$ cat src/rtl/boot_ctrl_if.sv
// Host register bus between the regbus master and the boot controller.
// Writes are single-cycle strobes. Reads return data one cycle after RDEN.
interface boot_ctrl_if;
    logic [15:0] WRADDR;
    logic [3:0]  BYTEEN;
    logic        WREN;
    logic [31:0] WDATA;
    logic [15:0] RDADDR;
    logic        RDEN;
    logic [31:0] RDATA;

    modport master (
        output WRADDR, BYTEEN, WREN, WDATA, RDADDR, RDEN,
        input  RDATA
    );

    modport slave (
        input  WRADDR, BYTEEN, WREN, WDATA, RDADDR, RDEN,
        output RDATA
    );
endinterface

$ cat src/rtl/boot_ctrl.sv
// Boot controller: holds the RV32 core in reset, then sequences its release on START.
// Latches the boot addresses, records the halt exit code, and counts run cycles for the host.
module boot_ctrl #(
    parameter logic [15:0] BASE_ADDR    = 16'h1000,
    parameter int          RST_CYCLES   = 16,
    parameter logic [31:0] DRAMBASE_RST = 32'h0,
    parameter logic [31:0] ENTRYPC_RST  = 32'h0
) (
    input  logic              ACLK,
    input  logic              ARESETN,
    boot_ctrl_if.slave        bus,
    output logic              cpu_rst_n,
    output logic [31:0]       dram_base,
    output logic [31:0]       entry_pc,
    input  logic              cpu_halt,
    input  logic [31:0]       cpu_exit_code
);

    typedef enum logic [1:0] {
        ST_HOLD   = 2'd0,
        ST_PRIME  = 2'd1,
        ST_RUN    = 2'd2,
        ST_HALTED = 2'd3
    } state_t;

    localparam int                CNT_W      = $clog2(RST_CYCLES + 2);
    localparam logic [CNT_W-1:0]  PRIME_LAST = CNT_W'(RST_CYCLES);

    localparam logic [4:0] OFF_STATUS   = 5'h00;
    localparam logic [4:0] OFF_CTRL     = 5'h04;
    localparam logic [4:0] OFF_DRAMBASE = 5'h08;
    localparam logic [4:0] OFF_ENTRYPC  = 5'h0C;
    localparam logic [4:0] OFF_EXITCODE = 5'h10;
    localparam logic [4:0] OFF_RUNCYC   = 5'h14;

    function automatic logic [31:0] sat_inc(input logic [31:0] v);
        return (v == 32'hFFFF_FFFF) ? v : v + 32'd1;
    endfunction

    function automatic logic [31:0] lane_merge(input logic [31:0] old_v,
                                               input logic [31:0] new_v,
                                               input logic [3:0]  be);
        logic [31:0] r;
        for (int i = 0; i < 4; i++)
            r[8*i +: 8] = be[i] ? new_v[8*i +: 8] : old_v[8*i +: 8];
        return r;
    endfunction

    state_t            state;
    logic [CNT_W-1:0]  prime_cnt;
    logic              hold_reset;
    logic [31:0]       drambase_q;
    logic [31:0]       entrypc_q;
    logic [31:0]       exitcode_q;
    logic [31:0]       runcyc_q;
    logic [31:0]       rd_mux;

    // Unsigned subtraction folds the below-base case into the upper-bound test.
    logic [15:0] wr_off_full;
    logic [15:0] rd_off_full;
    logic        wr_hit;
    logic        rd_hit;
    logic [4:0]  wr_off;
    logic [4:0]  rd_off;

    assign wr_off_full = bus.WRADDR - BASE_ADDR;
    assign rd_off_full = bus.RDADDR - BASE_ADDR;
    assign wr_hit      = bus.WREN && (wr_off_full <= 16'h001F);
    assign rd_hit      = rd_off_full <= 16'h001F;
    assign wr_off      = wr_off_full[4:0];
    assign rd_off      = rd_off_full[4:0];

    logic ctrl_wr;
    logic hold_cmd;
    logic start_cmd;

    assign ctrl_wr   = wr_hit && (wr_off == OFF_CTRL) && bus.BYTEEN[0];
    assign hold_cmd  = ctrl_wr && bus.WDATA[0];
    assign start_cmd = ctrl_wr && !bus.WDATA[0] && bus.WDATA[1];

    always_ff @(posedge ACLK or negedge ARESETN) begin
        if (!ARESETN) begin
            state      <= ST_HOLD;
            cpu_rst_n  <= 1'b0;
            hold_reset <= 1'b1;
            prime_cnt  <= '0;
            dram_base  <= DRAMBASE_RST;
            entry_pc   <= ENTRYPC_RST;
            exitcode_q <= '0;
            runcyc_q   <= '0;
        end else begin
            case (state)
                ST_PRIME: begin
                    if (prime_cnt == PRIME_LAST) begin
                        state     <= ST_RUN;
                        cpu_rst_n <= 1'b1;
                    end else begin
                        prime_cnt <= prime_cnt + CNT_W'(1);
                    end
                end
                ST_RUN: begin
                    runcyc_q <= sat_inc(runcyc_q);
                    if (cpu_halt) begin
                        exitcode_q <= cpu_exit_code;
                        state      <= ST_HALTED;
                        cpu_rst_n  <= 1'b0;
                    end
                end
                default: ;
            endcase

            if (ctrl_wr)
                hold_reset <= bus.WDATA[0];

            // A HOLD request overrides both START and a same-cycle halt transition.
            if (hold_cmd) begin
                state     <= ST_HOLD;
                cpu_rst_n <= 1'b0;
            end else if (start_cmd && (state == ST_HOLD || state == ST_HALTED)) begin
                state      <= ST_PRIME;
                prime_cnt  <= '0;
                dram_base  <= drambase_q;
                entry_pc   <= entrypc_q;
                runcyc_q   <= '0;
                exitcode_q <= '0;
            end
        end
    end

    always_ff @(posedge ACLK or negedge ARESETN) begin
        if (!ARESETN) begin
            drambase_q <= DRAMBASE_RST;
            entrypc_q  <= ENTRYPC_RST;
        end else begin
            if (wr_hit && wr_off == OFF_DRAMBASE)
                drambase_q <= lane_merge(drambase_q, bus.WDATA, bus.BYTEEN);
            if (wr_hit && wr_off == OFF_ENTRYPC)
                entrypc_q <= lane_merge(entrypc_q, bus.WDATA, bus.BYTEEN);
        end
    end

    always_comb begin
        rd_mux = 32'h0;
        if (rd_hit) begin
            case (rd_off)
                OFF_STATUS:   rd_mux = {26'd0, state, (state == ST_PRIME), (state == ST_HALTED),
                                        ~cpu_rst_n, (state == ST_RUN)};
                OFF_CTRL:     rd_mux = {31'd0, hold_reset};
                OFF_DRAMBASE: rd_mux = drambase_q;
                OFF_ENTRYPC:  rd_mux = entrypc_q;
                OFF_EXITCODE: rd_mux = exitcode_q;
                OFF_RUNCYC:   rd_mux = runcyc_q;
                default:      rd_mux = 32'h0;
            endcase
        end
    end

    always_ff @(posedge ACLK or negedge ARESETN) begin
        if (!ARESETN)
            bus.RDATA <= '0;
        else if (bus.RDEN)
            bus.RDATA <= rd_mux;
    end

endmodule
$ cat src/flat_wrapper.sv
// flat-port wrapper written by rule: the top's interface ports become plain ports
module boot_ctrl_flat 
#(
    parameter logic [15:0] BASE_ADDR    = 16'h1000,
    parameter int          RST_CYCLES   = 16,
    parameter logic [31:0] DRAMBASE_RST = 32'h0,
    parameter logic [31:0] ENTRYPC_RST  = 32'h0
)
  (ACLK, ARESETN, cpu_rst_n, dram_base, entry_pc, cpu_halt, cpu_exit_code, bus_WRADDR, bus_BYTEEN, bus_WREN, bus_WDATA, bus_RDADDR, bus_RDEN, bus_RDATA);
  boot_ctrl_if bus_i ();
  input  logic ACLK;
  input  logic ARESETN;
  output logic cpu_rst_n;
  output logic [31:0] dram_base;
  output logic [31:0] entry_pc;
  input  logic cpu_halt;
  input  logic [31:0] cpu_exit_code;
  input wire logic [$bits(bus_i.WRADDR)-1:0] bus_WRADDR;
  input wire logic [$bits(bus_i.BYTEEN)-1:0] bus_BYTEEN;
  input wire logic [$bits(bus_i.WREN)-1:0] bus_WREN;
  input wire logic [$bits(bus_i.WDATA)-1:0] bus_WDATA;
  input wire logic [$bits(bus_i.RDADDR)-1:0] bus_RDADDR;
  input wire logic [$bits(bus_i.RDEN)-1:0] bus_RDEN;
  output wire logic [$bits(bus_i.RDATA)-1:0] bus_RDATA;
  assign bus_i.WRADDR = bus_WRADDR;
  assign bus_i.BYTEEN = bus_BYTEEN;
  assign bus_i.WREN = bus_WREN;
  assign bus_i.WDATA = bus_WDATA;
  assign bus_i.RDADDR = bus_RDADDR;
  assign bus_i.RDEN = bus_RDEN;
  assign bus_RDATA = bus_i.RDATA;
  boot_ctrl #(.BASE_ADDR(BASE_ADDR), .RST_CYCLES(RST_CYCLES), .DRAMBASE_RST(DRAMBASE_RST), .ENTRYPC_RST(ENTRYPC_RST)) u_core (.ACLK(ACLK), .ARESETN(ARESETN), .bus(bus_i), .cpu_rst_n(cpu_rst_n), .dram_base(dram_base), .entry_pc(entry_pc), .cpu_halt(cpu_halt), .cpu_exit_code(cpu_exit_code));
endmodule
$ cat config.mk
export PLATFORM = sky130hd
export DESIGN_NAME = boot_ctrl_flat
export DESIGN_NICKNAME = d
export VERILOG_FILES = /design/src/rtl/boot_ctrl_if.sv /design/src/rtl/boot_ctrl.sv /design/src/flat_wrapper.sv
export SDC_FILE = /design/constraint.sdc
export NUM_CORES = 1
export LEC_CHECK = 0
export BUFFER_PORTS_ARGS = -buffer_cell sky130_fd_sc_hd__buf_2
export CAP_MARGIN = 40
export CORE_MARGIN = 4
export CORE_UTILIZATION = 50
export CTS_CLUSTER_DIAMETER = 200
export DETAILED_ROUTE_END_ITERATION = 7
export PLACE_DENSITY = 0.81
export SYNTH_ARGS = -nofsm -noshare
export SYNTH_HDL_FRONTEND = slang
export SYNTH_SLANG_ARGS = --single-unit
$ cat constraint.sdc
create_clock -name ACLK -period 6.21 [get_ports ACLK]
set_input_delay 1.242 -clock ACLK [delete_from_list [all_inputs] [get_ports ACLK]]
set_output_delay 1.242 -clock ACLK [all_outputs]
set_load 0.01 [all_outputs]
==> impl_results.md, run 1 <==
* Status: finished, violations left
* Failing checks: design-rule violations
* Worst-Margin Slew at 1.12 ns
* Met2 wire length at 14100 µm
* Final setup viols at 0
* Max_cap viols at 0
* Initial Utilization at 51.1%
* Seq pwr share at 46.3%
* Clock transition at the registers of the reported paths at roughly 0.060 ns
* Data arrival, critical path at 3.76 ns
* Fin crit share at a little over half
* Cell accounting for the most synthesized area: dfrtp_1
* H-tree Lvls at 1
* Share of the synthesized area in the top cell type at 55.8%
* Final Hold Viols at 0
* First-pass GRT wire length at 46900 µm
* Die area at about 23000 µm²
* Unique masters post-synth at 59
* Vias in the first global route at 8609
* Ys flop type: dfrtp_1
* Peak VDD IR at ~0.16 mV
* Worst hold slack at 0.462 ns
* Final Util at approximately 60%
* Seq cells post-synth at approximately 230
* Critical path endpoint category: register
* Min-delay src: u_core.dram_base[2]
* Clk_lat worst skew at 0.50 ns
* CP Class: in2reg
* Post-route DRC at 1
* Synth warnings at 0
* Synth Area per Inst at 10.2 µm²
* F_max at 0.301 GHz
* Slew HR at 25.1%
* I/O pin count at 202
* Setup crit start: bus_WRADDR[10]
* Slew Limit Fails at 0
* Die width at around 150 µm
* Global-route usage over all layers at 24.5%
* Clock skew at between 0.01 and 0.015 ns
* Hold_buf cts at 0
* Initial antenna violation count at 2
* RR Startpoint: u_core.state[0]
* RSZ-0062 raised after global routing: no
* Core area at 20400 µm²
* Post-CTS setup buffer count at 0
* Sequential share of the synthesized area at 56.0%
* Period minus WS final at 3.33 ns
* Share of cells above drive strength 1 at 28.0%
* Placer Congestion at 0.850
* Clk network pwr share at 34.0%
* Post-CTS Resized at 0
* Worst setup path end: u_core.dram_base[24]
* Routed vias/inst at between 5 and 6
* Final WL at 29000 µm
* R2r setup slk at 3.55 ns
* Post-DP HPWL at 20200 µm
* Root Buffer: clkbuf_16
* Total grt overflow at 0
* Post-synth EDFFs at 0
* Fin nets at approximately 1300
* NetSw at 1320 µW
* Post-Syn Area at around 10000 µm²
* Met1 WL at 11700 µm
* DR WL met3 at 2290 µm
* Reg2reg path depth at 8
* Wire per inst at 19.6 µm
* Async set-reset flop share out of synthesis at 100%
* Setup TNS at 0 ns
* Drt pass-1 iters at 8
* RR Endpoint: u_core.dram_base[24]
* Synth-to-Final Area Change at 19.4%
* I/O Buffers at 201
* Leak at 0.00623 µW
* Switching Share at 31.1%
* Min-Delay Path Class: reg2reg
* Pwr dens at about 340 nW/µm²
* CP Max Fanout at 57
* Synth Instances at 1022
* TritonCTS clock tree: done
* Site Rows at 52
* Initial drt markers at around 1000
* Synth top area cells: dfrtp_1 56%, nand2_1 8.9%, mux2_2 7.0%
* CTS Buf Count at 23
* Startpoint types: input pin
* Worst Path Required at 6.64 ns
* Internal power at 2930 µW
* Bufs on Longest Clock Path at 3
* Comb power frac at 19.7%
* Uppermost layer routed: met5
* Net count after synthesis at 1133
* Pin count of the biggest net entering global routing at approximately 140
* Routed Antenna Nets at 0
* Clock sinks at around 230
* Die span in y at 152 µm
* DR vias at 8722
-- per-stage QoR --
step	instance area, µm²	instances	setup slack, ns	power [µW]
2_1_floorplan	10400	1022	3.31	2520
3_3_place_gp	11600	1440	2.53	2740
3_5_place_dp	11600	1442	2.41	2800
4_1_cts	12400	1482	2.92	4250
5_1_grt	12400	1483	2.63	4470
6_report	12400	1484	2.88	4250
-- cells in the mapped netlist, types with 3 or more instances --
library cell	count
a21boi_0	26
a21o_1	5
a21oi_1	53
a21oi_2	6
a222oi_1	30
a22oi_1	5
and2_1	5
and3_1	5
and4_1	3
buf_2	11
clkbuf_1	50
dfrtp_1	232
ha_1	6
inv_1	40
mux2_2	65
nand2_1	247
nand3_1	47
nand4_1	13
nor2_1	27
nor3_1	9
nor4_1	6
nor4b_1	5
o211ai_1	3
o21ai_0	20
o21ai_1	3
o22ai_1	27
o31ai_1	3
or3_1	19
or4_1	6
xor2_1	8
-- critical path: stages --
cell	delay [ns]
buf_2	0.09
nor3_1	0.40
nor3b_1	0.49
and3_4	0.70
buf_4	0.58
nand2_1	0.14
nand2_1	0.09
-- power groups by stage --
| stage | sequential (µW) | combinational, µW | clock, µW |
|---|---|---|---|
| floorplan | 1900 | 627 | 0 |
| global placement | 1970 | 777 | 0 |
| detailed placement | 1980 | 826 | 0 |
| CTS | 1950 | 835 | 1460 |
| global route | 1990 | 949 | 1530 |
| finish | 1970 | 838 | 1440 |
-- sequential cells by signal, summed over array words and instances (netlist names), 2 cells and up --
signal,flops
u_core.state,2
u_core.prime_cnt,5
u_core.bus.RDATA,32
u_core.exitcode_q,32
u_core.entry_pc,32
u_core.entrypc_q,32
u_core.dram_base,32
u_core.drambase_q,32
u_core.runcyc_q,32
-- cell type report --
type	instances	area (µm²)
multi-input cells	685	4180
repair buffers	214	1130
flip-flops and latches	233	5830
diodes	2	5.00
fillers	1659	7940
clock inverters	5	100
inverters	40	150
well taps	270	338
clock buffers	35	691
-- cells in the final DEF, fill, tap and decap left out, types with 7 or more instances in the layout --
cell type / synthesis / final
dfrtp_1: 232 / 232
buf_4: 1 / 12
clkbuf_16: 0 / 23
nand4_1: 13 / 13
a21oi_1: 53 / 53
mux2_2: 65 / 65
or3_1: 19 / 19
nor2_1: 27 / 27
a21boi_0: 26 / 26
nand2_1: 247 / 247
nand3_1: 47 / 46
a222oi_1: 30 / 30
inv_1: 40 / 40
xor2_1: 8 / 8
o22ai_1: 27 / 27
buf_2: 11 / 200
o21ai_0: 20 / 20
clkbuf_8: 0 / 7
nor3_1: 9 / 9
-- metal layers --
metal | vias up | global-route usage, %
met4 | 2 | 7.92
met3 | 60 | 4.83
li1 | 3965 | -
met1 | 4303 | 32.4
met5 | - | 0
met2 | 392 | 40.9
-- worst min-delay path by stage --
stage | to | slack, ns | cells after the start
after detailed placement | u_core.entry_pc[23] | 0.45 | 2
final | u_core.dram_base[2] | 0.46 | 2
after global placement | u_core.entry_pc[22] | 0.45 | 2
after floorplan | u_core.entry_pc[10] | 0.46 | 2
after global routing | u_core.entry_pc[18] | 0.48 | 2
after CTS | u_core.entry_pc[23] | 0.47 | 2
-- logic make-up after synthesis --
group | Yosys count | synth area share, %
muxes | 65 | 7.03
DFF | 233 | 56.0
and+or+nand+nor | 406 | 18.0
buffers and inverters | 104 | 4.06
xor gates and xnor gates | 10 | 0.842
adders and majority gates | 6 | 0.721
AOI/OAI and AO/OA | 198 | 13.3
Power figures use the tool's default switching activity.
==> run 2, diff against run 1 <==
Clock period 6.21 ns to 3.35 ns, I/O delays scaled along.
==> impl_results.md, run 2 (synthesis gave the netlist of run 1 again) <==
* TritonCTS clock tree: done
* Initial antenna violation count at 1 (-1)
* Setup TNS at 0 ns (unchanged)
* Share of cells above drive strength 1 at 28.1% (+0.085 points)
* First-pass GRT wire length at 47300 µm (+0.71%)
* Min-Delay Path Class: in2async
* Pwr dens at 618 nW/µm² (+81%)
* Register area at 5830 µm² (unchanged)
* Reg2reg path depth at 5 (-3)
* Final instance area at 12400 µm² (about the same)
* Final Hold Viols at 0 (unchanged)
* Pin count of the biggest net entering global routing at 91 (-36%)
* Post-route DRC at 0 (-1)
* Post-CTS Resized at 0 (unchanged)
* Clock transition at the registers of the reported paths at 0.06 ns (about the same)
* Post-DP HPWL at 20900 µm (+3.3%)
* Fillers at 1608 (-3.1%)
* Hold_buf cts at 0 (unchanged)
* CP Max Fanout at 13 (-77%)
* Final WL at 29500 µm (+1.5%)
* Post-CTS setup buffer count at 0 (unchanged)
* R2r setup slk at 0.76 ns (-2.79 ns)
* Leak at 0.00623 µW (about the same)
* Max_cap viols at 0 (unchanged)
* F_max at between 0.3 and 0.4 GHz
* Clock sinks at 233 (unchanged)
* Critical path endpoint category: register
* DR vias at 8918 (+2.2%)
* Vias in the first global route at 8825 (+2.5%)
* Initial drt markers at 936 (-7.8%)
* Fin crit share at 77.3%
* Site Rows at 52 (unchanged)
* Worst hold slack at 0.153 ns (-0.309 ns)
* RR Startpoint: u_core.runcyc_q[20]
* Root Buffer: clkbuf_16
* Routed Antenna Nets at 0 (unchanged)
* Wire per inst at 19.8 µm (+1.1%)
* Die span in y at 152 µm (unchanged)
* Fin nets at 1315 (+0.54%)
* Global-route usage over all layers at 24.6% (+0.11 points)
* Setup crit start: u_core.runcyc_q[20]
* RR Endpoint: u_core.runcyc_q[11]
* I/O pin count at 202 (unchanged)
* Initial Utilization at 51.1% (unchanged)
* Placer Congestion at 0.892 (+5.0%)
* Most frequent cells in the layout: 247 x nand2_1, 232 x dfrtp_1, 200 x buf_2, 65 x mux2_2, 53 x a21oi_1
* Commonest non-fill, non-tap cell in the layout: nand2_1
* Period minus WS final at 2.59 ns
* Post-DP Area at 11700 µm² (+0.54%)
* Die width at 152 µm (unchanged)
* Core area at 20400 µm² (unchanged)
* RSZ-0062 raised after global routing: no
* Die area at 23200 µm² (unchanged)
* Total grt overflow at 0 (unchanged)
* CP Class: reg2reg
* Slew HR at 43.3% (+18 points)
* Clk_lat worst skew at 0.51 ns (about the same)
* Worst-Margin Slew at 0.850 ns (-0.274 ns)
* Startpoint types: register
* CTS Buf Count at 24 (+4.3%)
* I/O Buffers at 201 (unchanged)
* Data arrival, critical path at 2.98 ns (-0.78 ns)
* Clock skew at 0.00703 ns (-0.00367 ns)
* Bufs on Longest Clock Path at 3 (unchanged)
* Routed vias/inst at 5.99 (+1.8%)
* Status: completed
* Worst setup path end: u_core.runcyc_q[11]
* Synth-to-Final Area Change at 19.4% (about the same)
* Worst Path Required at 3.74 ns (-2.90 ns)
* Peak VDD IR at 0.393 mV (+140%)
* Final setup viols at 0 (unchanged)
* H-tree Lvls at 1 (unchanged)
* Drt pass-1 iters at 7 (-1)
* Slew Limit Fails at 0 (unchanged)
* Multi-input combinational cell area at 4180 µm² (unchanged)
-- run 2: cell type report --
type	count	area share, %
Clock buffer	38	5.75
Tap cell	270	2.72
Antenna cell	1	0.0201
Inverter	40	1.21
Timing Repair Buffer	220	9.63
Multi-Input combinational cell	685	33.6
Sequential cell	233	46.9
Clock inverter	3	0.151
-- run 2: worst min path at each step --
stage | startpoint | to | slack (ns)
finish | ARESETN | u_core.dram_base[22] | 0.15
global route | ARESETN | u_core.dram_base[22] | 0.21
CTS | ARESETN | u_core.dram_base[22] | 0.19
detailed placement | u_core.entry_pc[25] | u_core.entry_pc[25] | 0.45
global placement | u_core.entry_pc[27] | u_core.entry_pc[27] | 0.45
floorplan | ARESETN | u_core.bus.RDATA[0] | 0.37
-- run 2: metal layers --
layer | GRT usage (%) | vias to the layer above | part of all wire (%)
met5 | 0 | - | 0
met4 | 9.20 | 0 | 3.8
met3 | 4.91 | 83 | 8.6
met2 | 39.9 | 460 | 48
met1 | 33.1 | 4392 | 39
li1 | - | 3983 | -
-- run 2: through the flow --
| step | total power (µW) | util (%) | setup WS, ns | cells |
|---|---|---|---|---|
| 2_1_floorplan | 4680 | - | 1.02 | 1022 |
| 3_3_place_gp | 5110 | 57.4 | 0.593 | 1448 |
| 3_5_place_dp | 5180 | 57.4 | 0.519 | 1448 |
| 4_1_cts | 7680 | 61.0 | 0.822 | 1489 |
| 5_1_grt | 8060 | 61.0 | 0.663 | 1490 |
| 6_report | 7680 | 61.0 | 0.761 | 1490 |
-- run 2: critical path: stages (launching register included) --
cell and delay, ns:
dfrtp_1 0.50, nand4_4 0.19, or4_1 0.79, o31ai_4 0.69, or3_1 0.23, a21oi_2 0.06
-- run 2: where the power goes --
part / internal, µW / switching [µW] / total [µW]
Clock: 1450 / 1030 / 2480
Sequential: 3200 / 443 / 3640
Combinational: 577 / 974 / 1550
==> run 3, diff against run 2 <==
Clock period 3.35 ns to 2.4 ns, I/O delays scaled along.
==> impl_results.md, run 3 (synthesis gave the netlist of run 1 again) <==
* Synth-to-Final Area Change at 24.3%
* Internal power at 7880 µW (+51%)
* Slew Limit Fails at 0 (unchanged)
* Drt pass-1 iters at 6 (-1)
* Post-CTS setup buffer count at 0 (unchanged)
* Initial Utilization at 51.1% (unchanged)
* Initial antenna violation count at 1 (unchanged)
* Switching Share at 31.0% (-0.87 points)
* Share of cells above drive strength 1 at 30.5% (+2.4 points)
* Die area at 23200 µm² (unchanged)
* Fin nets at 1350 (+2.7%)
* Initial drt markers at 985 (+5.2%)
* Global-route usage over all layers at 25.1% (+0.47 points)
* Most frequent cells in the layout: 247 x nand2_1, 232 x dfrtp_1, 200 x buf_2, 65 x mux2_2, 53 x a21oi_1
* Core area at 20400 µm² (unchanged)
* RR Startpoint: u_core.runcyc_q[21]
* Clock sinks at 233 (unchanged)
* Bufs on Longest Clock Path at 3 (unchanged)
* Status: completed
* TritonCTS clock tree: done
* RSZ-0062 raised after global routing: no
* Root Buffer: clkbuf_16
* Data arrival, critical path at 2.65 ns (-0.33 ns)
* Worst-Margin Slew at 0.675 ns (-0.175 ns)
* Slew HR at 55.0% (+12 points)
* Startpoint types: register
* Period minus WS final at 2.26 ns (-0.333 ns)
* Pwr Total at 11400 µW (+49%)
* Setup crit start: u_core.runcyc_q[21]
* Routed vias/inst at 5.90 (-1.4%)
* Leak at 0.00649 µW (+4.2%)
* Final instance area at 12900 µm² (+4.1%)
* Placer Congestion at 0.887 (-0.56%)
* Clock transition at the registers of the reported paths at 0.07 ns (about the same)
* Post-DP HPWL at 21400 µm (+2.3%)
* CTS Buf Count at 24 (unchanged)
* Comb power frac at 21.7% (+1.5 points)
* Wire per inst at 19.6 µm (-1.1%)
* Placed insts at 1482 (+2.3%)
* Min-Delay Path Class: in2reg
* Commonest non-fill, non-tap cell in the layout: nand2_1
* F_max at 0.443 GHz (+15%)
* Final WL at 29900 µm (+1.5%)
* Clk network pwr share at 34.9% (+2.5 points)
* NetSw at 3540 µW (+45%)
* CP Max Fanout at 8 (-5)
* Routed Antenna Nets at 0 (unchanged)
* Final Hold Viols at 0 (unchanged)
* Worst Path Required at 2.79 ns (-0.95 ns)
* Post-DP Area at 12100 µm² (+3.1%)
* Pwr dens at 883 nW/µm² (+43%)
* Vias in the first global route at 8964 (+1.6%)
* Final setup viols at 0 (unchanged)
* First-pass GRT wire length at 48100 µm (+1.8%)
* Clk_lat worst skew at 0.51 ns (about the same)
* CP Class: reg2reg
* DR vias at 9021 (+1.2%)
* Die span in y at 152 µm (unchanged)
* Die width at 152 µm (unchanged)
* Post-route DRC at 0 (unchanged)
* I/O pin count at 202 (unchanged)
* Max_cap viols at 0 (unchanged)
* Peak VDD IR at 0.458 mV (+17%)
* Fin crit share at 94.0% (+17 points)
* Site Rows at 52 (unchanged)
* Min-delay src: bus_WDATA[13]
* Clock skew at 0.0117 ns (+0.00463 ns)
* Critical path endpoint category: register
* Seq pwr share at 43.5% (-3.9 points)
* Final non-filler cell total at 1528 (+2.6%)
* I/O Buffers at 201 (unchanged)
* H-tree Lvls at 1 (unchanged)
* Total grt overflow at 0 (unchanged)
* Pin count of the biggest net entering global routing at 61 (-33%)
==> run 3: timing repair <==
action	CTS	global route
resized for setup	0	1
hold buffers	1	0
hold endpoints to repair	54	0
endpoints found under the setup margin	0	5
==> run 3: final timing paths <==
kind                                   endpoint  slack, ns  cells past startpoint
setup reg to reg             u_core.runcyc_q[6]       0.14                      6
max in group asynchronous     u_core.hold_reset       1.21                      3
min in group asynchronous  u_core.dram_base[21]       0.51                      2
hold reg to reg            u_core.dram_base[27]       0.46                      2
hold / removal             u_core.entrypc_q[13]       0.21                      2
setup / recovery             u_core.runcyc_q[6]       0.14                      6
==> run 3: critical path, cell delays in order (launching register included) <==
cell and delay [ns]:
dfrtp_1 0.44, nand4_4 0.15, or4_1 0.74, buf_4 0.24
o311ai_1 0.35, xor2_1 0.18, nor2_1 0.05
==> run 3: final cells by class <==
type	count	area, µm²
flip-flops and latches	233	5830
diodes	1	2.50
well taps	270	338
multi-input cells	685	4180
clock buffers	34	699
fillers	1511	7430
clock inverters	10	154
inverters	40	150
repair buffers	255	1570
==> run 3: layer usage <==
layer  up-vias  GRT usage [%]  routed length [µm]
li1       4055              -                   -
met1      4420           33.4               11600
met2       475           42.2               14700
met3        71           4.12                2720
met4         0           8.05                 882
met5         -              0                   0
==> run 3: stage by stage <==
step	TNS [ns]	hold WS (ns)	setup WS, ns	utilization, %
3_3_place_gp	0	0.445	0.0593	59.2
3_5_place_dp	-0.0178	0.450	-0.00831	59.2
4_1_cts	0	0.203	0.113	63.5
6_report	0	0.215	0.145	63.5
2_1_floorplan	0	0.184	0.258	-
5_1_grt	0	0.202	0.0106	63.5
==> run 3: power groups by stage <==
stage               logic [µW]  clock network [µW]  registers [µW]
finish                    2470                3980            4970
floorplan                 1620                   0            4910
global placement          2310                   0            4980
CTS                       2440                4020            4940
global route              2760                4190            5030
detailed placement        2410                   0            5010
